<file path="config.mk">
export PLATFORM = sky130hd
export DESIGN_NAME = sid_waveform_mixer
export DESIGN_NICKNAME = d
export VERILOG_FILES = /design/src/rtl/sid_waveform_mixer.sv
export SDC_FILE = /design/constraint.sdc
export NUM_CORES = 1
export LEC_CHECK = 0
export CAP_MARGIN = 20
export CORE_MARGIN = 2
export CORE_UTILIZATION = 40
export DETAILED_ROUTE_END_ITERATION = 6
export GPL_TIMING_DRIVEN = 0
export PLACE_DENSITY = 0.68
export SYNTH_ARGS = -nofsm -noshare
export SYNTH_HDL_FRONTEND = slang
export SYNTH_SLANG_ARGS = --single-unit
</file>
<file path="constraint.sdc">
create_clock -name clk -period 4.1 [get_ports clk]
set_clock_uncertainty 0.05 [all_clocks]
set_input_delay 0.82 -clock clk [delete_from_list [all_inputs] [get_ports clk]]
set_output_delay 0.82 -clock clk [all_outputs]
set_load 0.03 [all_outputs]
</file>
<file path="src/rtl/sid_waveform_mixer.sv">
// SID voice waveform selector: ANDs the selected waveform components into the 12-bit DAC input.
// When no waveform is selected, it holds the floating DAC value and then fades it out.
package sid;
  typedef enum logic {
    MOS6581 = 1'b0,
    MOS8580 = 1'b1
  } model_e;

  localparam int PHI1 = 0;
  localparam int PHI2 = 1;
  typedef logic [1:0] phase_t;

  typedef struct packed {
    logic [3:0]  selector;
    logic [7:0]  noise;
    logic        pulse;
    logic [11:0] saw_tri;
  } waveform_i_t;
endpackage

module sid_waveform_mixer
  import sid::*;
#(
  parameter logic [13:0] FLOAT_TTL_6581 = 14'd54,
  parameter logic [13:0] FLOAT_TTL_8580 = 14'd800
) (
  input  logic        clk,
  input  logic        res,
  input  logic        tick_ms,
  input  model_e      model,
  input  phase_t      phase,
  input  waveform_i_t wave,
  output logic [11:0] out,
  output logic [7:0]  noise_wb
);

  logic [11:0] combined;
  logic [13:0] ttl;
  logic [13:0] age;
  logic [13:0] age_inc;
  logic        fading;
  logic        noise_combo;
  logic        unused_phase;

  always_comb begin
    combined = 12'hfff;
    if (wave.selector[0]) combined = combined & {wave.saw_tri[10:0], 1'b0};
    if (wave.selector[1]) combined = combined & wave.saw_tri;
    if (wave.selector[2]) combined = combined & {12{wave.pulse}};
    if (wave.selector[3]) combined = combined & {wave.noise, 4'b0000};
  end

  assign ttl          = (model == MOS8580) ? FLOAT_TTL_8580 : FLOAT_TTL_6581;
  assign age_inc      = age + 14'd1;
  assign noise_combo  = wave.selector[3] & (|wave.selector[2:0]);
  assign unused_phase = phase[PHI1];

  // The >= comparisons let a model switch to a shorter TTL start the fade on the next tick.
  always_ff @(posedge clk) begin
    if (res) begin
      out      <= 12'h000;
      noise_wb <= 8'hff;
      age      <= 14'd0;
      fading   <= 1'b0;
    end else if (phase[PHI2]) begin
      noise_wb <= noise_combo ? combined[11:4] : 8'hff;
      if (wave.selector != 4'b0000) begin
        out    <= combined;
        age    <= 14'd0;
        fading <= 1'b0;
      end else if (tick_ms) begin
        if (fading) begin
          out <= out & (out >> 1);
        end else if (age >= ttl) begin
          fading <= 1'b1;
        end else begin
          age    <= age_inc;
          fading <= (age_inc >= ttl);
        end
      end
    end
  end

endmodule

</file>
==> flow_metrics.tcl <==
set metrics [dict create \
    drc 0 \
    power.internal_mw 0.552 \
    cts_hold_buffers 0 \
    vdd_drop_max_v 0.000152 \
    rsz0062_at_grt "false" \
    maxSlewHeadroom_pct 70.2 \
    place.gp.congestion 0.795 \
    fp.dieArea_um2 5800 \
    grtUsageTotal_pct 18.9 \
    clkPwrFrac_pct 33.6 \
    ys_seq_elements 35 \
    mostFrequentLayoutCell "clkdlybuf4s50_1" \
    ys_warn_count 0 \
    crit_fanout 10 \
    status "finished clean" \
    finalHoldViolCount 0 \
    post-dp-hpwl_um 4200 \
    syn2layout_area_growth_pct 32.0 \
    r2r_slack_ns 1.74 \
    dieHeight_um 76.1 \
    path_cells "clkdlybuf4s50_1 > inv_1 > ha_1 > a211oi_1 > nand3_1 > o31a_2 > buf_4 > a21o_1" \
    grt_pass1_wl_um 8980 \
    sw_frac_of_total_pct 27.0 \
    yosysSeqAreaShare_pct 33.7 \
    layout.cells.non_filler 371 \
    layout_common_cells "clkdlybuf4s50_1, dfxtp_1, nor2_1, a21o_1, nand2_1" \
    cp_num_buf_inv 3 \
    hp-start "age[13]$_SDFFE_PP0P_" \
    slowest_stage "clkdlybuf4s50_1" \
    clockRootBuffer "clkbuf_8" \
    synth_cells 245 \
    p_comb_share_pct 19.2 \
    finalSetupViolations 0 \
    ant_nets 0 \
    grt_max_degree 11 \
    routed_wirelength_um 5400 \
    fp.dieW_um 76.1 \
    max_stage_delay_ns 0.57 \
    fmax_ghz 0.344 \
    via_per_inst 5.36 \
    clk_path_buf_depth 2 \
    row_count 26 \
    drt-initial-drc-count 98 \
    fin_ws_ns 1.19 \
    syn_avg_cell_area_um2 8.50 \
    preCtsSetupSlack_ns 0.892 \
    finalSetupTns_ns 0 \
    seqPwrFrac_pct 47.2 \
    total_power_mw 0.756 \
    cts_setup_buffers 0 \
    hold_class "reg -> reg" \
    holdWs_ns 0.413 \
    place_inst 364 \
    vias 1989 \
    critical_path_class "in -> reg" \
    rr_startpoint "age[0]$_SDFFE_PP0P_" \
    ios 51 \
    ctsResizeCount 0 \
    maxCapViolCount 0 \
    numCtsBuffers 5 \
    start_util_pct 41.0 \
    path_clk_slew_ns 0.07 \
    clock-sinks 35 \
    power.density_nw_per_um2 275 \
    antenna_found_initial 0 \
    min_period_ns 2.91 \
    postSynth.asyncResetShare_pct 0 \
    synth_edf_count 0 \
    syn_area_um2 2080 \
    slew_violations 0 \
    fin_crit_sh_pct 70.9 \
    crit_arrival_ns 3.03 \
    drt-wirelength-per-cell_um 14.6 \
    cp-end-kind "flip-flop" \
    worst_pin_slew_ns 0.436 \
    syn_nets 287 \
    worstSetupStartpoint "model" \
    cts_max_level 2 \
    antenna_cells 0 \
    port-buffer-count 49 \
    required_ns 4.23 \
    layout-drive-gt1-share_pct 8.64 \
    placed_cell_area_um2 2660 \
    cp_top_family "buffers and inverters" \
    tritoncts "yes" \
    dr.pass1.iters 4 \
    ys.flop_type "dfxtp_1" \
    nets 343 \
    cp-start-kind "input port" \
    grt_pass1_vias 1810 \
    overflow 0 \
    p_leak_nw 1.13 \
    final_area_um2 2750 \
    synth_cell_types 48 \
    core_area_um2 5070 \
    clock_latency_ns 0.28 \
    power.switching_mw 0.204 \
    final_util_pct 54.1 \
]
[logic make-up after synthesis]
logic type      synth area share, %
buf+inv                        4.93
simple gates                   24.6
mux                            1.02
xor+xnor                      0.841
flops                          33.7
compound gates                 28.3
fa+ha+maj                      6.61
[worst paths after layout]
path                                              to  cells after the start
worst max-delay path             age[5]$_SDFFE_PP0P_                      8
worst min-delay path            age[13]$_SDFFE_PP0P_                      1
worst max register to register   fading$_SDFFE_PP0P_                      7
worst min register to register  age[13]$_SDFFE_PP0P_                      1
[state kept, by name (all words and copies together), names as in the netlist]
| signal | count |
|---|---|
| noise_wb | 8 |
| out | 12 |
| fading | 1 |
| age | 14 |
[synthesized netlist by cell type (4+ instances only)]
| cell | n | area share (%) |
|---|---|---|
| dfxtp_1 | 35 | 34 |
| nor2_1 | 21 | 3.8 |
| a21o_1 | 20 | 7.2 |
| nand2_1 | 18 | 3.2 |
| o22ai_1 | 14 | 4.2 |
| nand2b_1 | 13 | 3.9 |
| ha_1 | 11 | 6.6 |
| nor3_1 | 10 | 2.4 |
| a22oi_1 | 8 | 2.9 |
| clkbuf_1 | 7 | 1.3 |
| inv_1 | 7 | 1.3 |
| nand3_1 | 7 | 1.7 |
| a2111oi_0 | 6 | 2.5 |
| o21ai_0 | 6 | 1.4 |
| a21oi_1 | 5 | 1.2 |
| and2_1 | 5 | 1.5 |
| buf_2 | 4 | 0.96 |
| or2_2 | 4 | 1.2 |
| or3_1 | 4 | 1.2 |
[power by group through the flow]
stage | registers, mW | clock network, mW | logic, mW
after detailed placement | 0.365 | 0 | 0.145
after floorplan | 0.383 | 0 | 0.0580
final | 0.357 | 0.254 | 0.145
after global placement | 0.365 | 0 | 0.145
after CTS | 0.357 | 0.263 | 0.146
after global routing | 0.358 | 0.281 | 0.157
[layer usage]
metal	share of wire [%]	GRT usage (%)
met1	47	25.0
met2	48	31.8
met3	4.3	3.79
met4	0.50	4.36
met5	0	0
[cell type report]
| cell class | count | area, µm² |
|---|---|---|
| Fill cell | 490 | 2330 |
| Multi-Input combinational cell | 189 | 1280 |
| Sequential cell | 35 | 701 |
| Timing Repair Buffer | 49 | 490 |
| Tap cell | 70 | 87.6 |
| Clock buffer | 6 | 82.6 |
| Buffer | 14 | 76.3 |
| Inverter | 7 | 26.3 |
| Clock inverter | 1 | 5.00 |
Note: power is estimated with default switching activity, not from simulation.
